File: src/rtl/div_if.sv
// div_if: operand/handshake bus between the execute stage and the divider
interface div_if #(parameter int DATA_W = 32);
  logic                signed_div_i;
  logic [DATA_W-1:0]   opdata1_i;
  logic [DATA_W-1:0]   opdata2_i;
  logic                start_i;
  logic                annul_i;
  logic [2*DATA_W-1:0] result_o;
  logic                ready_o;
  modport master (output signed_div_i, opdata1_i, opdata2_i, start_i, annul_i, input result_o, ready_o);
  modport slave (input signed_div_i, opdata1_i, opdata2_i, start_i, annul_i, output result_o, ready_o);
endinterface

File: src/rtl/div_ctrl.sv
// div_ctrl: multi-cycle radix-2 restoring divider returning {remainder, quotient}
module div_ctrl #(parameter int DATA_W = 32) (
  input logic clk,
  input logic rst,
  div_if.slave d
);
  localparam int CW = $clog2(DATA_W) + 1;
  typedef enum logic [1:0] {FREE, BYZERO, ON, END} state_t;
  state_t              state, state_n;
  logic [2*DATA_W:0]   dividend, dividend_n;
  logic [DATA_W-1:0]   divisor, divisor_n;
  logic [CW-1:0]       cnt, cnt_n;
  logic                neg_a, neg_b, sdiv, neg_a_n, neg_b_n, sdiv_n;
  logic [2*DATA_W-1:0] result, result_n;
  logic                ready, ready_n;
  logic [DATA_W:0]     diff;
  logic [DATA_W-1:0]   abs_a, abs_b, quo, rem, quo_c, rem_c;
  assign abs_a = (d.signed_div_i && d.opdata1_i[DATA_W-1]) ? -d.opdata1_i : d.opdata1_i;
  assign abs_b = (d.signed_div_i && d.opdata2_i[DATA_W-1]) ? -d.opdata2_i : d.opdata2_i;
  assign diff  = {1'b0, dividend[2*DATA_W-1:DATA_W]} - {1'b0, divisor};
  assign quo   = dividend[DATA_W-1:0];
  assign rem   = dividend[2*DATA_W:DATA_W+1];
  // remainder takes the dividend's sign, quotient is negative when signs differ
  assign quo_c = (sdiv && (neg_a ^ neg_b)) ? -quo : quo;
  assign rem_c = (sdiv && neg_a) ? -rem : rem;
  assign d.result_o = result;
  assign d.ready_o  = ready;
  always_comb begin
    state_n    = state;
    dividend_n = dividend;
    divisor_n  = divisor;
    cnt_n      = cnt;
    neg_a_n    = neg_a;
    neg_b_n    = neg_b;
    sdiv_n     = sdiv;
    result_n   = result;
    ready_n    = ready;
    case (state)
      FREE: if (d.start_i && !d.annul_i) begin
        neg_a_n = d.opdata1_i[DATA_W-1];
        neg_b_n = d.opdata2_i[DATA_W-1];
        sdiv_n  = d.signed_div_i;
        if (d.opdata2_i == '0) state_n = BYZERO;
        else begin
          state_n    = ON;
          cnt_n      = '0;
          dividend_n = {{DATA_W{1'b0}}, abs_a, 1'b0};
          divisor_n  = abs_b;
        end
      end
      BYZERO: begin
        dividend_n = '0;
        state_n    = END;
      end
      ON: if (d.annul_i) begin
        state_n = FREE;
        cnt_n   = '0;
      end else if (cnt != CW'(DATA_W)) begin
        dividend_n = diff[DATA_W] ? {dividend[2*DATA_W-1:0], 1'b0}
                                  : {diff[DATA_W-1:0], dividend[DATA_W-1:0], 1'b1};
        cnt_n      = cnt + 1'b1;
      end else begin
        dividend_n = {rem_c, dividend[DATA_W], quo_c};
        state_n    = END;
        cnt_n      = '0;
      end
      END: begin
        ready_n  = d.start_i;
        result_n = d.start_i ? {rem, quo} : '0;
        state_n  = d.start_i ? END : FREE;
      end
      default: state_n = FREE;
    endcase
  end
  always_ff @(posedge clk or negedge rst) begin
    if (!rst) begin
      state    <= FREE;
      dividend <= '0;
      divisor  <= '0;
      cnt      <= '0;
      neg_a    <= 1'b0;
      neg_b    <= 1'b0;
      sdiv     <= 1'b0;
      result   <= '0;
      ready    <= 1'b0;
    end else begin
      state    <= state_n;
      dividend <= dividend_n;
      divisor  <= divisor_n;
      cnt      <= cnt_n;
      neg_a    <= neg_a_n;
      neg_b    <= neg_b_n;
      sdiv     <= sdiv_n;
      result   <= result_n;
      ready    <= ready_n;
    end
  end
endmodule

File: src/flat_wrapper.sv
// flat-port wrapper written by rule: the top's interface ports become plain ports
module div_ctrl_flat 
#(parameter int DATA_W = 32)
  (clk, rst, d_signed_div_i, d_opdata1_i, d_opdata2_i, d_start_i, d_annul_i, d_result_o, d_ready_o);
  div_if #(.DATA_W(DATA_W)) d_i ();
  input logic clk;
  input logic rst;
  input wire logic [$bits(d_i.signed_div_i)-1:0] d_signed_div_i;
  input wire logic [$bits(d_i.opdata1_i)-1:0] d_opdata1_i;
  input wire logic [$bits(d_i.opdata2_i)-1:0] d_opdata2_i;
  input wire logic [$bits(d_i.start_i)-1:0] d_start_i;
  input wire logic [$bits(d_i.annul_i)-1:0] d_annul_i;
  output wire logic [$bits(d_i.result_o)-1:0] d_result_o;
  output wire logic [$bits(d_i.ready_o)-1:0] d_ready_o;
  assign d_i.signed_div_i = d_signed_div_i;
  assign d_i.opdata1_i = d_opdata1_i;
  assign d_i.opdata2_i = d_opdata2_i;
  assign d_i.start_i = d_start_i;
  assign d_i.annul_i = d_annul_i;
  assign d_result_o = d_i.result_o;
  assign d_ready_o = d_i.ready_o;
  div_ctrl #(.DATA_W(DATA_W)) u_core (.clk(clk), .rst(rst), .d(d_i));
endmodule
File: config.mk
export PLATFORM = sky130hd
export DESIGN_NAME = div_ctrl_flat
export DESIGN_NICKNAME = d
export VERILOG_FILES = /design/src/rtl/div_if.sv /design/src/rtl/div_ctrl.sv /design/src/flat_wrapper.sv
export SDC_FILE = /design/constraint.sdc
export NUM_CORES = 1
export LEC_CHECK = 0
export ABC_AREA = 1
export CAP_MARGIN = 10
export CELL_PAD_IN_SITES_DETAIL_PLACEMENT = 0
export CELL_PAD_IN_SITES_GLOBAL_PLACEMENT = 2
export CORE_ASPECT_RATIO = 0.6
export CORE_UTILIZATION = 32
export DETAILED_ROUTE_END_ITERATION = 7
export HOLD_SLACK_MARGIN = 0.02
export MAX_ROUTING_LAYER = met4
export PLACE_DENSITY = 0.84
export SYNTH_ARGS = -nofsm -noshare
export SYNTH_HDL_FRONTEND = slang
export SYNTH_SLANG_ARGS = --single-unit
File: constraint.sdc
create_clock -name clk -period 2.8 [get_ports clk]
set_input_delay 0.56 -clock clk [delete_from_list [all_inputs] [get_ports clk]]
set_output_delay 0.56 -clock clk [all_outputs]
set_load 0.05 [all_outputs]
==> metrics.md, run 1 <==
| Metric | Value |
|---|---|
| Later-pin clock latency in the skew report | 470 ps |
| Internal Power | ~6900 uW |
| Switching Share | 0.511 |
| Mapped Cells | between 2,000 and 2,500 |
| Setup Skew | 14.4 ps |
| Pwr dens | 830 nW/um^2 |
| Grt peak-use layer | met1 |
| Post-route ant nets | 0 |
| Status | finished clean |
| Slew Limit Fails | 0 |
| Reg area | 4330 um^2 |
| FF-to-FF End | u_core.dividend[50] |
| Initial core utilization | 0.326 |
| FP Rows | 58 |
| Chip width | around 270 um |
| Crit. End Element | flop |
| Max clock buf depth | 2 |
| Unique masters post-synth | 48 |
| Leakage | 0.00847 uW |
| Sequential Power Share | 0.259 |
| CP max stage cell | fa_1 |
| WP data required | 3150 ps |
| Die area | 43,700 um^2 |
| Grt total ovfl | 0 |
| Vias | 14,900 |
| TritonCTS clock tree | done |
| DP Worst Slack | -180 ps |
| Ratio of cells with drive above 1 in the final layout | 0.0756 |
| Initial antenna violation count | 0 |
| Core area | 42,100 um^2 |
| Clock transition at the registers of the reported paths | about 80 ps |
| Total chip power | 14,100 uW |
| RSZ-0062 raised after global routing | false |
| Worst min path class | primary input to asynchronous set/reset pin |
| Fmax | 0.373 GHz |
| Proportion of power drawn by the clock network | 0.173 |
| Largest cells by area after synthesis | dfrtp_1, nand2_1, inv_1 |
| Final setup viols | 0 |
| Fin worst setup slack | between 100 and 150 ps |
| Routed wire length | 55.3 mm |
| Vias in the first global route | 13,500 |
| Met3 Track Usage GR | 0.0793 |
| Via-to-Cell Ratio | 5.07 |
| R2r worst-path depth | 15 |
| IO buf count | between 100 and 150 |
| Fin. Hold Viols | 0 |
| Fin crit period | ~2700 ps |
| DRC | 0 |
| Max-cap violation count | 0 |
| Synth area leader | dfrtp_1 |
| Die Span Y | approximately 160 um |
| Multi-input logic area | between 7000 and 8000 um^2 |
| Psw | 7220 uW |
| Met1 Track Usage GR | 0.426 |
| Final core occ | 0.404 |
| CP startpoint kind | flop |
| Largest net degree at the start of global routing | 61 |
| Hold-fix buffers, CTS | 0 |
| Crit-path leading delay family | simple AND/OR/NAND/NOR gates |
| Ys async rst share | 1.00 |
| Clock sinks | roughly 170 |
| 1st-iter DRT viols | 1,554 |
| Synth Register Bits | 173 |
| Buf+Inv Stages, Crit Path | 2 |
| Worst R2R Start | u_core.divisor[0] |
| Total GRT Usage | 0.261 |
| CTS Buf Count | 17 |
| Global-route wire length before repair | 83.2 mm |
| Syn_nets | roughly 2,300 |
| H-tree levels | 4 |
| Met2 GRT Util | 0.297 |
| Largest stage delay, worst path | roughly 410 ps |
| Nets | ~2,500 |
| ANT cells | 0 |
| VDD IR-drop max | around 460 uV |
| Register area share after synthesis | 0.316 |
| Slew HR | 0.543 |
| Reg2Reg Setup Slack | about 120 ps |
| Fill cell count | 4,543 |
| Setup CP Type | flop to flop |
| Setup TNS | 0 ps |
| Fin crit share | 0.958 |
| Mapped cell area | roughly 14,000 um^2 |
| Yosys warns | 0 |
| EDFF count, synth | 0 |
| Arr. time, crit path | 3030 ps |
| Share of the synthesized area in the top cell type | 0.316 |
| Pre-antenna DRT Iters | 5 |
| Most Frequent Cell on Critical Path | nand2_1 |
| Comb pwr share | 0.568 |
| Routed len/inst | between 15 and 20 um |
| Boundary Pins | 134 |
| GP Congestion | 0.986 |
| Worst-Margin Slew | around 680 ps |
| Worst-path fanout max | 27 |
| Syn-to-layout area delta | 23.9% |
| Avg Cell Area, Syn | 6.35 um^2 |
| CP cell instances | ha_1 > fa_1 > inv_1 > nand2_1 > nand2_1 > nand3_1 > nand2_2 > nand2_1 > nand2_2 > nand2_4 > a21oi_4 > buf_12 > nand3_1 > nand2_1 > nand2_1 |
| DPL Wire Length | roughly 45 mm |
| Root Driver | clkbuf_16 |
| Synth Flop Type | dfrtp_1 |
==> state kept, by name, indices dropped and copies added, names as in the netlist <==
| register | count |
|---|---|
| u_core.divisor | 32 |
| u_core.dividend | 65 |
| u_core.cnt | 6 |
| u_core.neg_a | 1 |
| u_core.sdiv | 1 |
| u_core.neg_b | 1 |
| u_core.d.ready_o | 1 |
| u_core.d.result_o | 64 |
| u_core.state | 2 |
==> repair_timing <==
item                                    CTS  global route
gates resized for setup                   0             3
buffers inserted                          0             0
endpoints found under the setup margin    0             3
==> logic make-up (layout without fill, tap and decap cells) <==
| logic type | count (synthesis) | in the layout | share of synthesized area |
|---|---|---|---|
| AO/OA/AOI/OAI | 349 | 349 | 0.140 |
| XOR/XNOR | 59 | 59 | 0.0377 |
| adder cells (fa/ha/maj) | 45 | 45 | 0.0416 |
| buffers and inverters | 397 | 606 | 0.114 |
| flip-flops | 173 | 173 | 0.316 |
| multiplexers | 2 | 2 | 0.00164 |
| AND/OR/NAND/NOR | 1134 | 1134 | 0.349 |
==> worst register-to-register path, stage by stage, from the launching register on <==
cell	delay, ps
dfrtp_1	400
ha_1	220
fa_1	410
inv_1	120
nand2_1	70
nand2_1	90
nand3_1	100
nand2_2	110
nand2_1	80
nand2_2	150
nand2_4	120
a21oi_4	160
buf_12	200
nand3_1	190
nand2_1	110
nand2_1	50
==> worst max-delay path by stage <==
stage,start,to,slack (ps),cells after the start
6_report,u_core.divisor[0],u_core.dividend[50],120,15
5_1_grt,u_core.dividend[33],u_core.dividend[63],20,15
4_1_cts,u_core.dividend[54],u_core.dividend[39],190,11
3_5_place_dp,d_opdata2_i[25],u_core.dividend[36],-180,10
3_3_place_gp,d_opdata2_i[28],u_core.divisor[30],-100,12
2_1_floorplan,u_core.divisor[0],u_core.dividend[34],570,15
==> layer usage <==
metal / vias to the layer above / wire length [um]
met4: 0 / 397
li1: 7355 / -
met5: - / 0
met3: 24 / 5340
met1: 6993 / 30800
met2: 524 / 18700
==> final cells by class <==
type,instances,share of cell area
Multi-Input combinational cell,1589,0.461
Timing Repair Buffer,239,0.134
Clock buffer,19,0.0266
Tap cell,570,0.0419
Sequential cell,173,0.255
Clock inverter,13,0.00714
Inverter,335,0.0741
==> synth_stat cells (all sizes together) (4+ instances only) <==
master / number
nand2: 564
inv: 334
nor2: 283
nand3: 205
dfrtp: 173
o21ai: 145
a21oi: 107
o22ai: 64
ha: 44
xor2: 41
nand4: 35
clkbuf: 32
buf: 30
nor3: 29
xnor2: 18
a31oi: 8
o21bai: 7
nand3b: 5
o211ai: 5
o31ai: 5
nor4: 4
or2: 4
==> placed cells by master (no fill, tap or decap), types with 5 or more instances in the layout <==
| cell | synthesis | layout |
|---|---|---|
| o211ai_1 | 5 | 5 |
| xor2_1 | 41 | 41 |
| inv_1 | 330 | 330 |
| nand3b_1 | 5 | 5 |
| clkbuf_16 | 0 | 17 |
| clkdlybuf4s50_1 | 0 | 132 |
| o21bai_1 | 7 | 7 |
| a21oi_1 | 104 | 104 |
| o21ai_0 | 130 | 130 |
| nand3_1 | 202 | 202 |
| buf_12 | 0 | 12 |
| xnor2_1 | 18 | 18 |
| nand4_1 | 35 | 35 |
| o22ai_1 | 64 | 64 |
| a31oi_1 | 8 | 8 |
| buf_4 | 8 | 94 |
| o31ai_1 | 5 | 5 |
| nand2_2 | 7 | 9 |
| dfrtp_1 | 173 | 173 |
| nor2_1 | 272 | 272 |
| nor2_2 | 8 | 8 |
| nor3_1 | 29 | 28 |
| nand2_1 | 555 | 553 |
| o21ai_1 | 15 | 15 |
| ha_1 | 44 | 43 |
==> power groups by stage <==
stage                     registers (uW)  logic [uW]  clock network (uW)
after global routing                3730        8790                2590
after global placement              3690        7820                   0
after floorplan                     4200        4380                   0
after CTS                           3650        7880                2490
after detailed placement            3700        7850                   0
final                               3660        8030                2440
==> through the flow <==
stage,hold WS [ps],instances,area [um^2]
CTS,98.2,2938,17000
global route,110,2938,17000
global placement,468,2906,16400
finish,78.3,2938,17000
floorplan,264,2159,13700
detailed placement,474,2906,16400
Power figures use the tool's default switching activity.
==> inputs of run 2 (changes only) <==
Settings changed: CTS_CLUSTER_DIAMETER set to 80.
==> results of run 2 <==
No change in the layout: final DEF, timing and power equal those of run 1.
==> inputs of run 3 (changes only) <==
Settings changed: SLEW_MARGIN set to 20.
==> results of run 3 <==
No change in the layout: final DEF, timing and power equal those of run 1.
